**config.mk**
```make
export PLATFORM = sky130hd
export DESIGN_NAME = conv_stream_driver_flat
export DESIGN_NICKNAME = d
export VERILOG_FILES = /design/src/rtl/conv_stream_pkg.sv /design/src/rtl/conv_stream_driver_if.sv /design/src/rtl/conv_stream_driver_frame_ram.sv /design/src/rtl/conv_stream_driver.sv /design/src/flat_wrapper.sv
export SDC_FILE = /design/constraint.sdc
export NUM_CORES = 1
export LEC_CHECK = 0
export ABC_AREA = 0
export ABC_CLOCK_PERIOD_IN_PS = 3710
export CAP_MARGIN = 40
export CELL_PAD_IN_SITES_DETAIL_PLACEMENT = 1
export CELL_PAD_IN_SITES_GLOBAL_PLACEMENT = 2
export CORE_MARGIN = 3
export CORE_UTILIZATION = 30
export CTS_BUF_LIST = sky130_fd_sc_hd__clkbuf_4 sky130_fd_sc_hd__clkbuf_8 sky130_fd_sc_hd__clkbuf_16
export DETAILED_ROUTE_END_ITERATION = 6
export MAX_ROUTING_LAYER = met4
export PLACE_DENSITY_LB_ADDON = 0.1
export RECOVER_POWER = 100
export SLEW_MARGIN = 5
export SYNTH_ARGS = -nofsm -noshare
export SYNTH_HDL_FRONTEND = slang
export SYNTH_HIERARCHICAL = 1
export SYNTH_SLANG_ARGS = --single-unit
```
**constraint.sdc**
```tcl
create_clock -name clk -period 3.71 [get_ports clk]
set_clock_uncertainty 0.2 [all_clocks]
set_input_delay 0.742 -clock clk [delete_from_list [all_inputs] [get_ports clk]]
set_output_delay 0.742 -clock clk [all_outputs]
set_load 0.005 [all_outputs]
```
**src/rtl/conv_stream_pkg.sv**
```systemverilog
// Shared types and defaults for the conv stream driver.
// Optional build macro: READY_THROTTLE_EN (see conv_stream_driver.sv).
package conv_stream_pkg;

  typedef enum logic [1:0] {
    IDLE,
    PREFETCH,
    XFER,
    DONE
  } drv_state_t;

  localparam int DEF_WIDTH = 16;
  localparam int DEF_LENX  = 64;
  localparam int DEF_LENF  = 33;

endpackage

```
**src/rtl/conv_stream_driver_if.sv**
```systemverilog
// Valid/ready word stream between the driver and a conv engine.
// Master drives data/valid, slave drives ready.
interface conv_stream_driver_if #(
  parameter int WIDTH = 16
);

  logic [WIDTH-1:0] data;
  logic             valid;
  logic             ready;

  modport master (
    output data,
    output valid,
    input  ready
  );

  modport slave (
    input  data,
    input  valid,
    output ready
  );

endinterface

```
**src/rtl/conv_stream_driver_frame_ram.sv**
```systemverilog
// Simple dual-port frame buffer: one write port, one registered read port.
// A read and write of the same address in one cycle returns the old word.
module frame_ram #(
  parameter int WIDTH = 16,
  parameter int DEPTH = 64,
  parameter int AW    = $clog2(DEPTH)
) (
  input  logic             clk,
  input  logic             reset,
  input  logic             we_i,
  input  logic [AW-1:0]    waddr_i,
  input  logic [WIDTH-1:0] wdata_i,
  input  logic             re_i,
  input  logic [AW-1:0]    raddr_i,
  output logic [WIDTH-1:0] rdata_o
);

  logic [WIDTH-1:0] mem [DEPTH];
  logic [WIDTH-1:0] rdata_q;

  // storage is never cleared by reset
  always_ff @(posedge clk) begin
    if (we_i) begin
      mem[waddr_i] <= wdata_i;
    end
  end

  // registered read port, holds when not enabled
  always_ff @(posedge clk) begin
    if (reset) begin
      rdata_q <= '0;
    end else if (re_i) begin
      rdata_q <= mem[raddr_i];
    end
  end

  assign rdata_o = rdata_q;

endmodule

```
**src/rtl/conv_stream_driver.sv**
```systemverilog
// Host-side driver: sends one stored x frame, collects the y result stream.
// Define READY_THROTTLE_EN to add LFSR-driven gaps on s_ready_y.
module conv_stream_driver
  import conv_stream_pkg::*;
#(
  parameter int WIDTH = DEF_WIDTH,
  parameter int LENX  = DEF_LENX,
  parameter int LENF  = DEF_LENF,
  parameter int SIZE  = LENX - LENF + 1,
  parameter int LOGX  = $clog2(LENX),
  parameter int LOGY  = $clog2(SIZE)
) (
  input  logic             clk,
  input  logic             reset,
  input  logic             load_en,
  input  logic [LOGX-1:0]  load_addr,
  input  logic [WIDTH-1:0] load_data,
  input  logic             start,
  output logic             busy,
  output logic             done,
  input  logic [LOGY-1:0]  res_addr,
  output logic [WIDTH-1:0] res_data,
  output logic [LOGY:0]    rx_count,
  conv_stream_driver_if.master m_x,
  conv_stream_driver_if.slave  s_y
);

  localparam int TW = LOGX + 1;
  localparam int RW = LOGY + 1;
  localparam logic [TW-1:0] TX_END = TW'(LENX);
  localparam logic [RW-1:0] RX_END = RW'(SIZE);

  drv_state_t       state_q, state_d;
  logic [TW-1:0]    tx_cnt_q, tx_cnt_d;
  logic [TW-1:0]    rd_ptr_q, rd_ptr_d;
  logic [RW-1:0]    rx_cnt_q, rx_cnt_d;
  logic             bufv_q, bufv_d;
  logic             mval_q, mval_d;
  logic [WIDTH-1:0] mdat_q, mdat_d;
  logic [WIDTH-1:0] x_rd;

  logic run, go, tx_hs, rx_hs;
  logic out_free, load_out, rd_en;
  logic rx_open, thr_ok;

  assign run      = (state_q == PREFETCH) || (state_q == XFER);
  assign go       = start && !run;
  assign tx_hs    = mval_q && m_x.ready;
  assign out_free = !mval_q || m_x.ready;
  // x buffer read register acts as a one-word skid ahead of m_data_x
  assign load_out = run && out_free && bufv_q;
  assign rd_en    = run && (!bufv_q || load_out) && (rd_ptr_q < TX_END);

`ifdef READY_THROTTLE_EN
  logic [7:0] lfsr_q, lfsr_d;

  // Fibonacci LFSR, taps 8,6,5,4
  always_comb begin
    lfsr_d = {lfsr_q[6:0],
              lfsr_q[7] ^ lfsr_q[5] ^ lfsr_q[4] ^ lfsr_q[3]};
  end

  // free-running throttle pattern
  always_ff @(posedge clk) begin
    if (reset) begin
      lfsr_q <= 8'hA5;
    end else begin
      lfsr_q <= lfsr_d;
    end
  end

  assign thr_ok = (lfsr_q[1:0] != 2'b00);
`else
  assign thr_ok = 1'b1;
`endif

  assign rx_open   = (state_q == XFER) && (rx_cnt_q < RX_END);
  assign s_y.ready = rx_open && thr_ok;
  assign rx_hs     = s_y.ready && s_y.valid;

  // frame sequencing
  always_comb begin
    state_d = state_q;
    unique case (state_q)
      IDLE, DONE: if (start) state_d = PREFETCH;
      PREFETCH:   state_d = XFER;
      XFER: begin
        if (tx_cnt_q == TX_END && rx_cnt_q == RX_END) begin
          state_d = DONE;
        end
      end
    endcase
  end

  // TX read-ahead and RX counting
  always_comb begin
    tx_cnt_d = tx_cnt_q;
    rd_ptr_d = rd_ptr_q;
    rx_cnt_d = rx_cnt_q;
    bufv_d   = bufv_q;
    mval_d   = mval_q;
    mdat_d   = mdat_q;
    if (go) begin
      tx_cnt_d = '0;
      rd_ptr_d = '0;
      rx_cnt_d = '0;
      bufv_d   = 1'b0;
      mval_d   = 1'b0;
    end else begin
      tx_cnt_d = tx_cnt_q + TW'(tx_hs);
      rd_ptr_d = rd_ptr_q + TW'(rd_en);
      rx_cnt_d = rx_cnt_q + RW'(rx_hs);
      if (rd_en) begin
        bufv_d = 1'b1;
      end else if (load_out) begin
        bufv_d = 1'b0;
      end
      if (load_out) begin
        mval_d = 1'b1;
        mdat_d = x_rd;
      end else if (tx_hs) begin
        mval_d = 1'b0;
      end
    end
  end

  // state registers
  always_ff @(posedge clk) begin
    if (reset) begin
      state_q  <= IDLE;
      tx_cnt_q <= '0;
      rd_ptr_q <= '0;
      rx_cnt_q <= '0;
      bufv_q   <= 1'b0;
      mval_q   <= 1'b0;
      mdat_q   <= '0;
    end else begin
      state_q  <= state_d;
      tx_cnt_q <= tx_cnt_d;
      rd_ptr_q <= rd_ptr_d;
      rx_cnt_q <= rx_cnt_d;
      bufv_q   <= bufv_d;
      mval_q   <= mval_d;
      mdat_q   <= mdat_d;
    end
  end

  frame_ram #(
    .WIDTH (WIDTH),
    .DEPTH (LENX),
    .AW    (LOGX)
  ) u_xbuf (
    .clk     (clk),
    .reset   (reset),
    .we_i    (load_en && !run),
    .waddr_i (load_addr),
    .wdata_i (load_data),
    .re_i    (rd_en),
    .raddr_i (rd_ptr_q[LOGX-1:0]),
    .rdata_o (x_rd)
  );

  frame_ram #(
    .WIDTH (WIDTH),
    .DEPTH (SIZE),
    .AW    (LOGY)
  ) u_ybuf (
    .clk     (clk),
    .reset   (reset),
    .we_i    (rx_hs),
    .waddr_i (rx_cnt_q[LOGY-1:0]),
    .wdata_i (s_y.data),
    .re_i    (1'b1),
    .raddr_i (res_addr),
    .rdata_o (res_data)
  );

  assign busy      = run;
  assign done      = (state_q == DONE);
  assign rx_count  = rx_cnt_q;
  assign m_x.data  = mdat_q;
  assign m_x.valid = mval_q;

endmodule

```
**src/flat_wrapper.sv**
```systemverilog
// flat-port wrapper written by rule: the top's interface ports become plain ports
module conv_stream_driver_flat import conv_stream_pkg::*;
#(
  parameter int WIDTH = DEF_WIDTH,
  parameter int LENX  = DEF_LENX,
  parameter int LENF  = DEF_LENF,
  parameter int SIZE  = LENX - LENF + 1,
  parameter int LOGX  = $clog2(LENX),
  parameter int LOGY  = $clog2(SIZE)
)
  (clk, reset, load_en, load_addr, load_data, start, busy, done, res_addr, res_data, rx_count, m_x_data, m_x_valid, m_x_ready, s_y_data, s_y_valid, s_y_ready);
  conv_stream_driver_if #(.WIDTH(WIDTH)) m_x_i ();
  conv_stream_driver_if #(.WIDTH(WIDTH)) s_y_i ();
  input  logic clk;
  input  logic reset;
  input  logic load_en;
  input  logic [LOGX-1:0] load_addr;
  input  logic [WIDTH-1:0] load_data;
  input  logic start;
  output logic busy;
  output logic done;
  input  logic [LOGY-1:0] res_addr;
  output logic [WIDTH-1:0] res_data;
  output logic [LOGY:0] rx_count;
  output wire logic [$bits(m_x_i.data)-1:0] m_x_data;
  output wire logic [$bits(m_x_i.valid)-1:0] m_x_valid;
  input wire logic [$bits(m_x_i.ready)-1:0] m_x_ready;
  input wire logic [$bits(s_y_i.data)-1:0] s_y_data;
  input wire logic [$bits(s_y_i.valid)-1:0] s_y_valid;
  output wire logic [$bits(s_y_i.ready)-1:0] s_y_ready;
  assign m_x_data = m_x_i.data;
  assign m_x_valid = m_x_i.valid;
  assign m_x_i.ready = m_x_ready;
  assign s_y_i.data = s_y_data;
  assign s_y_i.valid = s_y_valid;
  assign s_y_ready = s_y_i.ready;
  conv_stream_driver #(.WIDTH(WIDTH), .LENX(LENX), .LENF(LENF), .SIZE(SIZE), .LOGX(LOGX), .LOGY(LOGY)) u_core (.clk(clk), .reset(reset), .load_en(load_en), .load_addr(load_addr), .load_data(load_data), .start(start), .busy(busy), .done(done), .res_addr(res_addr), .res_data(res_data), .rx_count(rx_count), .m_x(m_x_i), .s_y(s_y_i));
endmodule
```
== After elaboration in Yosys (flattened, before gate mapping) ==
Memory sizes are Yosys's and may differ from the RTL's. A register that Yosys moved wholly into a read port is not among the register bits.
Cells that the tools add are included.
Widths: inputs -> output; s select.

* Flip-flop bits (word level): 40
* Input bits: 49
* Memories: 2
* Output and inout port bits: 42
* Bits in writable memories: 1536

* Reduce and logical (&&, ||, !) cells: 23
* Bitwise gates (word level): 1
* Add/subtract/negate cells: 3
* Order comparisons: 2
* Multiplexer cells: 11
* Equality and inequality tests: 7

{| class="wikitable"
|+ Memories
! memory !! words !! width !! rd ports !! clocked after memory_dff !! wr ports !! RTL line !! text
|-
| u_core.u_xbuf.mem || 64 || 16 || 1 || 1 || 1 || conv_stream_driver_frame_ram.sv:18 || <nowiki>logic [WIDTH-1:0] mem [DEPTH];</nowiki>
|-
| u_core.u_ybuf.mem || 32 || 16 || 1 || 1 || 1 || conv_stream_driver_frame_ram.sv:18 ||
|}

{| class="wikitable"
|+ Operators by type and width
! kind !! number
|-
| $add 7x1->7 || 2
|-
| $logic_and 1x1->1 || 10
|-
| $mux 1 || 8
|-
| $eq 7x7->1 const B || 1
|-
| $lt 7x7->1 const B || 1
|-
| $add 6x1->6 || 1
|-
| $eq 6x6->1 const B || 1
|-
| $lt 6x6->1 const B || 1
|-
| $pmux 2 s3 || 1
|-
| $eq 2x2->1 const B || 2
|-
| $mux 2 || 2
|-
| $ne 2x2->1 const B || 2
|-
| $reduce_and 2->1 || 2
|-
| $reduce_bool 2->1 || 2
|-
| $reduce_or 2->1 || 2
|-
| $logic_not 1->1 || 3
|-
| $logic_or 1x1->1 || 3
|-
| $eq 2x1->1 const B || 1
|-
| $logic_not 2->1 || 1
|-
| $not 1->1 || 1
|}

== Depth between registers and ports, before layout ==
Gate-level depths: netlist (run 1).

* Word-level depth: 8
* Depth in mapped cells: 10

== Cells and area by module ==
Netlist (run 1), hierarchy kept.

{| class="wikitable"
|+ By module, submodules not included
! module !! area an instance (um2) !! instances !! cells an instance
|-
| frame_ram at u_core.u_xbuf || 40146.0 || 1 || 2036
|-
| frame_ram at u_core.u_ybuf || 20538.4 || 1 || 1146
|-
| conv_stream_driver || 1635.3 || 1 || 166
|}

== Least setup slack after synthesis (run 1) ==
OpenSTA, ideal clock, no wires.

* Path kind: reg-to-reg
* Start: register u_core.state_q[0]
* End: memory u_core.u_xbuf.mem[48][0], enable pin
* Path buffers: 0
* Slack: 637 ps
* Arrival time: 2464 ps
* Cell stages (with the launch flop): 7
* Path through: dfxtp_1 inv_1 ha_1 and2_1 nor2b_1 nand4b_1 nor3_1

* Word-level cells in the longest chain between the ends: 6
* Elaborated cells on any way between the ends: 7

{| class="wikitable"
|+ RTL lines
! what !! RTL line !! text
|-
| from (decl) || conv_stream_driver.sv:33 || <nowiki>drv_state_t state_q, state_d;</nowiki>
|-
| from (signal assigned) || conv_stream_driver.sv:138 || <nowiki>state_q <= state_d;</nowiki>
|-
| $eq 2x1->1 or $eq 2x2->1 (tied branches) || conv_stream_driver.sv:46 || <nowiki>assign run = (state_q == PREFETCH) || (state_q == XFER);</nowiki>
|-
| $logic_or 1x1->1 (*) || conv_stream_driver.sv:46 ||
|-
| $logic_not 1->1 (*) || conv_stream_driver.sv:155 || <nowiki>.we_i (load_en && !run),</nowiki>
|-
| $logic_and 1x1->1 (*) || conv_stream_driver.sv:155 ||
|-
| $mux 1 (*) || conv_stream_driver_frame_ram.sv:23 || <nowiki>if (we_i) begin</nowiki>
|-
| $mux 1 (implied by the code) (*) || conv_stream_driver_frame_ram.sv:24 || <nowiki>mem[waddr_i] <= wdata_i;</nowiki>
|-
| to (decl) || conv_stream_driver_frame_ram.sv:18 ||
|}

Mark *: on every way between the ends. The rest lies on a longest branch, timed or not.

== Worst setup path in the final report (run 1) ==
* Start: register u_core.rd_ptr_q[2]
* End: register u_core.u_xbuf.rdata_q[7], in the netlist u_core/u_xbuf/rdata_o[7] (read register of u_core.u_xbuf.mem)

* Word-level cells in the longest chain between the ends: 2

{| class="wikitable"
|+ RTL lines
! what !! RTL line !! text
|-
| from (decl) || conv_stream_driver.sv:35 || <nowiki>logic [TW-1:0] rd_ptr_q, rd_ptr_d;</nowiki>
|-
| from (signal assigned) || conv_stream_driver.sv:140 || <nowiki>rd_ptr_q <= rd_ptr_d;</nowiki>
|-
| $lt 7x7->1 || conv_stream_driver.sv:52 || <nowiki>assign rd_en = run && (!bufv_q || load_out) && (rd_ptr_q < TX_END);</nowiki>
|-
| $logic_and 1x1->1 || conv_stream_driver.sv:52 ||
|-
| to (decl) || conv_stream_driver_frame_ram.sv:19 || <nowiki>logic [WIDTH-1:0] rdata_q;</nowiki>
|}

Several ways; a longest one is shown, not always the timed one.
A chain may end at the register's enable or synchronous reset.

==> results of run 1 <==
-- worst max-delay path by stage --
stage,to,cells after the start,from
6_report,u_core/u_xbuf/rdata_o[7]$_SDFFE_PP0P_,7,u_core/rd_ptr_q[2]$_SDFF_PP0_
5_1_grt,u_core/u_xbuf/mem[7][12]$_DFFE_PP_,7,u_core/state_q[0]$_SDFFE_PP0P_
4_1_cts,u_core/u_xbuf/rdata_o[1]$_SDFFE_PP0P_,7,u_core/rd_ptr_q[0]$_SDFF_PP0_
3_5_place_dp,u_core/u_xbuf/mem[30][2]$_DFFE_PP_,7,load_en
3_3_place_gp,u_core/u_xbuf/rdata_o[4]$_SDFFE_PP0P_,6,u_core/rd_ptr_q[0]$_SDFF_PP0_
2_1_floorplan,u_core/u_xbuf/mem[48][0]$_DFFE_PP_,6,u_core/state_q[0]$_SDFFE_PP0P_
-- critical path: stages, from the launching register on --
cell	delay (ns)
dfxtp_4	0.72
buf_6	0.40
clkbuf_4	0.56
mux4_2	0.39
a22o_1	0.26
nor3_1	0.35
clkbuf_1	0.30
o221ai_1	0.15
-- cell type report --
cell class                 count  area, um^2  area share [%]
antenna                        7        17.5          0.0237
inverter                       5        18.8          0.0254
timing repair buffer         407        3050            4.13
clock inverter                99        1130            1.53
sequential                  1608       47600            64.5
tap                         2688        3360            4.56
multi-input combinational   1541       13700            18.6
clock buffer                 228        4920            6.67
-- metal layers --
metal | up-vias | global-route usage, % | share of wire, % | routed length, um
met3 | 222 | 2.34 | 3.4 | 6490
met1 | 17800 | 23.6 | 44 | 84200
met5 | - | - | 0 | 0
met2 | 622 | 31.5 | 51 | 97800
li1 | 14400 | - | - | -
met4 | 0 | 3.97 | 2.1 | 3940
-- logic make-up (layout without fill, tap and decap cells) --
family                   after synthesis  in the layout  synth area share (%)
XOR/XNOR                              14             14                 0.197
flip-flops                          1608           1608                  76.3
adder cells (fa/ha/maj)                9              9                 0.181
AO/OA/AOI/OAI                        522            522                  5.75
multiplexers                         592            592                  12.5
AND/OR/NAND/NOR                      399            399                  3.36
other                                  1             12               0.00602
buffers and inverters                203            739                  1.71
-- through the flow --
step	setup WS (ns)	cells	area (um^2)
4_1_cts	0.0954	6575	74400
3_5_place_dp	-0.173	6247	68300
5_1_grt	0.0493	6577	73800
2_1_floorplan	0.637	3352	62300
6_report	0.163	6583	73800
3_3_place_gp	-0.245	6242	68300
-- power breakdown --
part           internal, mW  switching (mW)  leakage, nW
logic                  1.22            2.19         6.34
registers              20.1           0.152         14.4
clock network          10.8            7.34         3.01
-- Yosys cell counts (10+ instances only) --
cell,n
edfxtp_1,1536
mux2i_1,272
mux2_2,192
a22oi_1,160
nor2_1,151
mux4_2,128
clkbuf_1,90
a211oi_1,75
nor2b_1,73
dfxtp_1,72
a21oi_1,69
o21ai_0,67
nor3_1,66
o22ai_1,64
buf_2,39
a22o_1,32
o31ai_1,32
buf_1,25
buf_4,21
buf_6,21
or3b_2,21
nand3_1,17
o221ai_1,16
or4_1,16
and2_1,10
xor2_1,10
-- sequential cells by signal, summed over array words and instances, names as in the netlist, 2 cells and up --
signal / cells
u_core/u_xbuf/mem: 1024
u_core/u_ybuf/mem: 512
u_core/m_x.data: 16
u_core/u_xbuf/rdata_o: 16
u_core/u_ybuf/rdata_o: 16
u_core/rd_ptr_q: 7
u_core/tx_cnt_q: 7
u_core/rx_count: 6
u_core/state_q: 2
==> reports/qor.csv, run 1 <==
metric,value,unit
Hold Path Origin,reset,
via count,33000,
Synth Register Bits,1608,
VDD IR max,444,uV
largest net degree at the start of global routing,65,
RR Endpoint,u_core/u_xbuf/rdata_o[7]$_SDFFE_PP0P_,
status,"finished, violations left",
Yosys Warn Count,6,
syn avg cell area,18.6,um^2
Final Slew Violations,1202,
element type at the critical path end,flop,
Initial Util,30.3,%
core area,206000,um^2
largest area contributor in the synthesized netlist,edfxtp_1,
mapped cell area,62300,um^2
Max Freq,282,MHz
final wirelength,192,mm
RePlAce Congestion,0.824,
hold_buf cts,1,
CTS resizes,0,
R2R depth,7,
Tcrit/Tclk final,95.6,%
Crit Path Category,flop to flop,
fin nets,3801,
initial antenna violation count,10,
Clock Latency Late Sink,0.79,ns
die footprint,213000,um^2
DP Wirelength,123,mm
Final Util,35.9,%
Filler cells,20300,
Area contributors post-synth,"edfxtp_1 (74%), mux4_2 (4.6%), mux2i_1 (4.4%), mux2_2 (3.5%), dfxtp_1 (2.3%)",
Min-Delay Path Class,input pin to flop,
"Seq/Total Area, Yosys",76.3,%
Die Wd,462,um
failing checks,"max-capacitance violations, max-slew violations",
Async SR Flop Fraction,0,%
setup TNS,0,ns
grt ovf,0,
register-to-register path setup slack,0.16,ns
I/O pin total,91,
Final Hold Slack,0.132,ns
CTS Buf Count,180,
Worst Path Arrival,4.00,ns
Max Cap Viol,34,
most frequent cells in the layout,"edfxtp_1 (1,536), mux2i_1 (272), mux2_2 (192), clkbuf_16 (182), a22oi_1 (160)",
hold path endpoint,u_core/m_x.data[4]$_SDFFE_PP0P_,
DR iter-0 viols,2807,
GRT Resource Usage Total,18.5,%
count of input and output buffers,90,
Startpoint Class,flop,
clock sinks,1608,
Pwr per Cell Area,566,nW/um^2
Routed wire per std cell,29.2,um
Worst-path clk slew,0.06,ns
first-pass GRT wire length,271,mm
Fin. Hold Viols,0,
number of flops mapped to enable cells by yosys,1536,
Yosys cell types,48,
remaining antenna violation count,0,
H-tree depth,4,
CTS max path bufs,3,
Max Fanout on Critical Path,31,
worst reg2reg startpoint,u_core/rd_ptr_q[2]$_SDFF_PP0_,
Mapped Cells,3348,
Setup Viol. Count Final,0,
Worst EP required,4.16,ns
Worst Hold Depth,2,
Synth top area share,74.0,%
"commonest non-fill, non-tap cell in the layout",edfxtp_1,
drt first pass iters,5,
Remaining DRCs,0,
die height,462,um
share of cells above drive strength 1,23.4,%
Rel. slew slack,-58.9,%
CTS tree,yes,
Synth Flop Type,edfxtp_1,
RSZ-0062 raised after global routing,false,
Worst-Margin Slew,2.38,ns
post-DR vias/cell,5.01,
Pwr Total,41.8,mW
Tmin final,3.55,ns
Root Driver,clkbuf_16,
leakage,23.7,nW
Cell Rows,166,
vias in the first global route,34800,
Post-CTS Repair Setup Buffers,0,
Synth-to-Final Area Change,18.4,%
No activity file was read; power rests on OpenSTA's default activity.
==> run 2, diff against run 1 <==
Settings changed: HOLD_SLACK_MARGIN from default to 0.15.
==> reports/qor.csv, run 2 (synthesis results as in run 1) <==
metric,value,unit
fin area,73800,um^2
fin nets,3803,
CTS resizes,0,
H-tree depth,4,
DR iter-0 viols,2916,
dpl cell area,68300,um^2
RSZ-0062 raised after global routing,false,
"commonest non-fill, non-tap cell in the layout",edfxtp_1,
Root Driver,clkbuf_16,
first-pass GRT wire length,271,mm
clock sinks,1608,
vias in the first global route,34800,
Tmin final,3.55,ns
count of input and output buffers,90,
status,"finished, violations left",
Synth-to-Final Area Change,18.5,%
Filler cells,20300,
I/O pin total,91,
Final Hold Slack,0.289,ns
Final Slew Violations,1203,
core area,206000,um^2
Fin. Hold Viols,0,
Largest regs,"u_core/u_xbuf/mem: 1024 flops, u_core/u_ybuf/mem: 512 flops",
Min-Delay Path Class,flop to flop,
hold path endpoint,u_core/m_x.data[12]$_SDFFE_PP0P_,
Worst-Margin Slew,2.42,ns
die footprint,213000,um^2
grt ovf,0,
Initial Util,30.3,%
Max Cap Viol,34,
Pwr per Cell Area,566,nW/um^2
CTS Buf Count,180,
GRT Resource Usage Total,18.5,%
Worst Path Arrival,4.00,ns
Setup Viol. Count Final,0,
leakage,23.7,nW
Hold Path Origin,u_core/m_x.data[12]$_SDFFE_PP0P_,
Die Wd,462,um
Worst-path clk slew,0.06,ns
max reg flops,1024,
failing checks,"max-capacitance violations, max-slew violations",
Worst Hold Depth,2,
CTS max path bufs,3,
largest net degree at the start of global routing,65,
CTS tree,yes,
Routed wire per std cell,29.2,um
Rel. slew slack,-61.7,%
VDD IR max,444,uV
post-DR vias/cell,5.03,
Remaining DRCs,0,
Cell Rows,166,
most frequent cells in the layout,"edfxtp_1 (1,536), mux2i_1 (272), mux2_2 (192), clkbuf_16 (182), a22oi_1 (160)",
drt first pass iters,7,
die height,462,um
initial antenna violation count,10,
Startpoint Class,flop,
largest reg by FF count,u_core/u_xbuf/mem,
via count,33100,
Max Fanout on Critical Path,31,
R2R depth,7,
DP Wirelength,123,mm
element type at the critical path end,flop,
remaining antenna violation count,0,
Crit Path Category,flop to flop,
Max Freq,282,MHz
register-to-register path setup slack,0.16,ns
share of cells above drive strength 1,23.3,%
final wirelength,192,mm
Clock Latency Late Sink,0.79,ns
Worst EP required,4.16,ns
worst reg2reg startpoint,u_core/rd_ptr_q[2]$_SDFF_PP0_,
RR Endpoint,u_core/u_xbuf/rdata_o[7]$_SDFFE_PP0P_,
RePlAce Congestion,0.824,
Tcrit/Tclk final,95.7,%
==> run 2: changes by cell type in the layout (fill, tap and decap cells not counted), sizes merged <==
cell         delta
dlygate4sd3     +2
diode           +1
==> run 2: worst max path at each step <==
stage	slack, ns	startpoint	end
after global routing	0.05	u_core/state_q[0]$_SDFFE_PP0P_	u_core/u_xbuf/mem[7][12]$_DFFE_PP_
after global placement	-0.25	u_core/rd_ptr_q[0]$_SDFF_PP0_	u_core/u_xbuf/rdata_o[4]$_SDFFE_PP0P_
final	0.16	u_core/rd_ptr_q[2]$_SDFF_PP0_	u_core/u_xbuf/rdata_o[7]$_SDFFE_PP0P_
after floorplan	0.64	u_core/state_q[0]$_SDFFE_PP0P_	u_core/u_xbuf/mem[48][0]$_DFFE_PP_
after CTS	0.1	u_core/rd_ptr_q[0]$_SDFF_PP0_	u_core/u_xbuf/rdata_o[1]$_SDFFE_PP0P_
after detailed placement	-0.17	load_en	u_core/u_xbuf/mem[30][2]$_DFFE_PP_
==> run 2: area by class of cell <==
cell class | instances | area [um^2] | share of cell area, %
antenna | 8 | 20.0 | 0.0271
clock inverter | 99 | 1130 | 1.53
sequential | 1608 | 47600 | 64.4
tap | 2688 | 3360 | 4.56
timing repair buffer | 409 | 3070 | 4.16
inverter | 5 | 18.8 | 0.0254
multi-input combinational | 1541 | 13700 | 18.6
clock buffer | 228 | 4920 | 6.67
==> run 2: routing by layer <==
| layer | GRT usage, % | vias to the layer above | part of all wire, % |
|---|---|---|---|
| li1 | - | 14400 | - |
| met1 | 23.6 | 17900 | 44 |
| met2 | 31.5 | 619 | 51 |
| met3 | 2.34 | 224 | 3.3 |
| met4 | 3.97 | 0 | 2.1 |
| met5 | - | - | 0 |
==> run 2: where the power goes <==
group	switching (mW)	internal, mW	total [mW]
Combinational	2.19	1.22	3.41
Clock	7.34	10.8	18.1
Sequential	0.152	20.1	20.3
Total	9.69	32.1	41.8
==> run 2: worst max-delay path: stages (launching register included) <==
cell	delay (ns)
dfxtp_4	0.72
buf_6	0.40
clkbuf_4	0.57
mux4_2	0.39
a22o_1	0.26
nor3_1	0.35
clkbuf_1	0.29
o221ai_1	0.15
==> run 2: what timing repair did <==
item,4_1_cts,5_1_grt
endpoints found under the hold margin,8,2
setup buffers,0,0
hold buffers,2,1
==> run 2: per-stage QoR <==
stage / util (%) / TNS (ns) / total power [mW] / setup slack (ns) / instances
6_report: 35.9 / 0 / 41.8 / 0.159 / 6586
5_1_grt: 35.9 / 0 / 43.3 / 0.0493 / 6579
4_1_cts: 36.2 / 0 / 42.6 / 0.0954 / 6576
3_5_place_dp: 33.2 / -57.35 / 24.2 / -0.173 / 6247
3_3_place_gp: 33.2 / -53.37 / 24.2 / -0.245 / 6242
2_1_floorplan: - / 0 / 22.2 / 0.637 / 3352
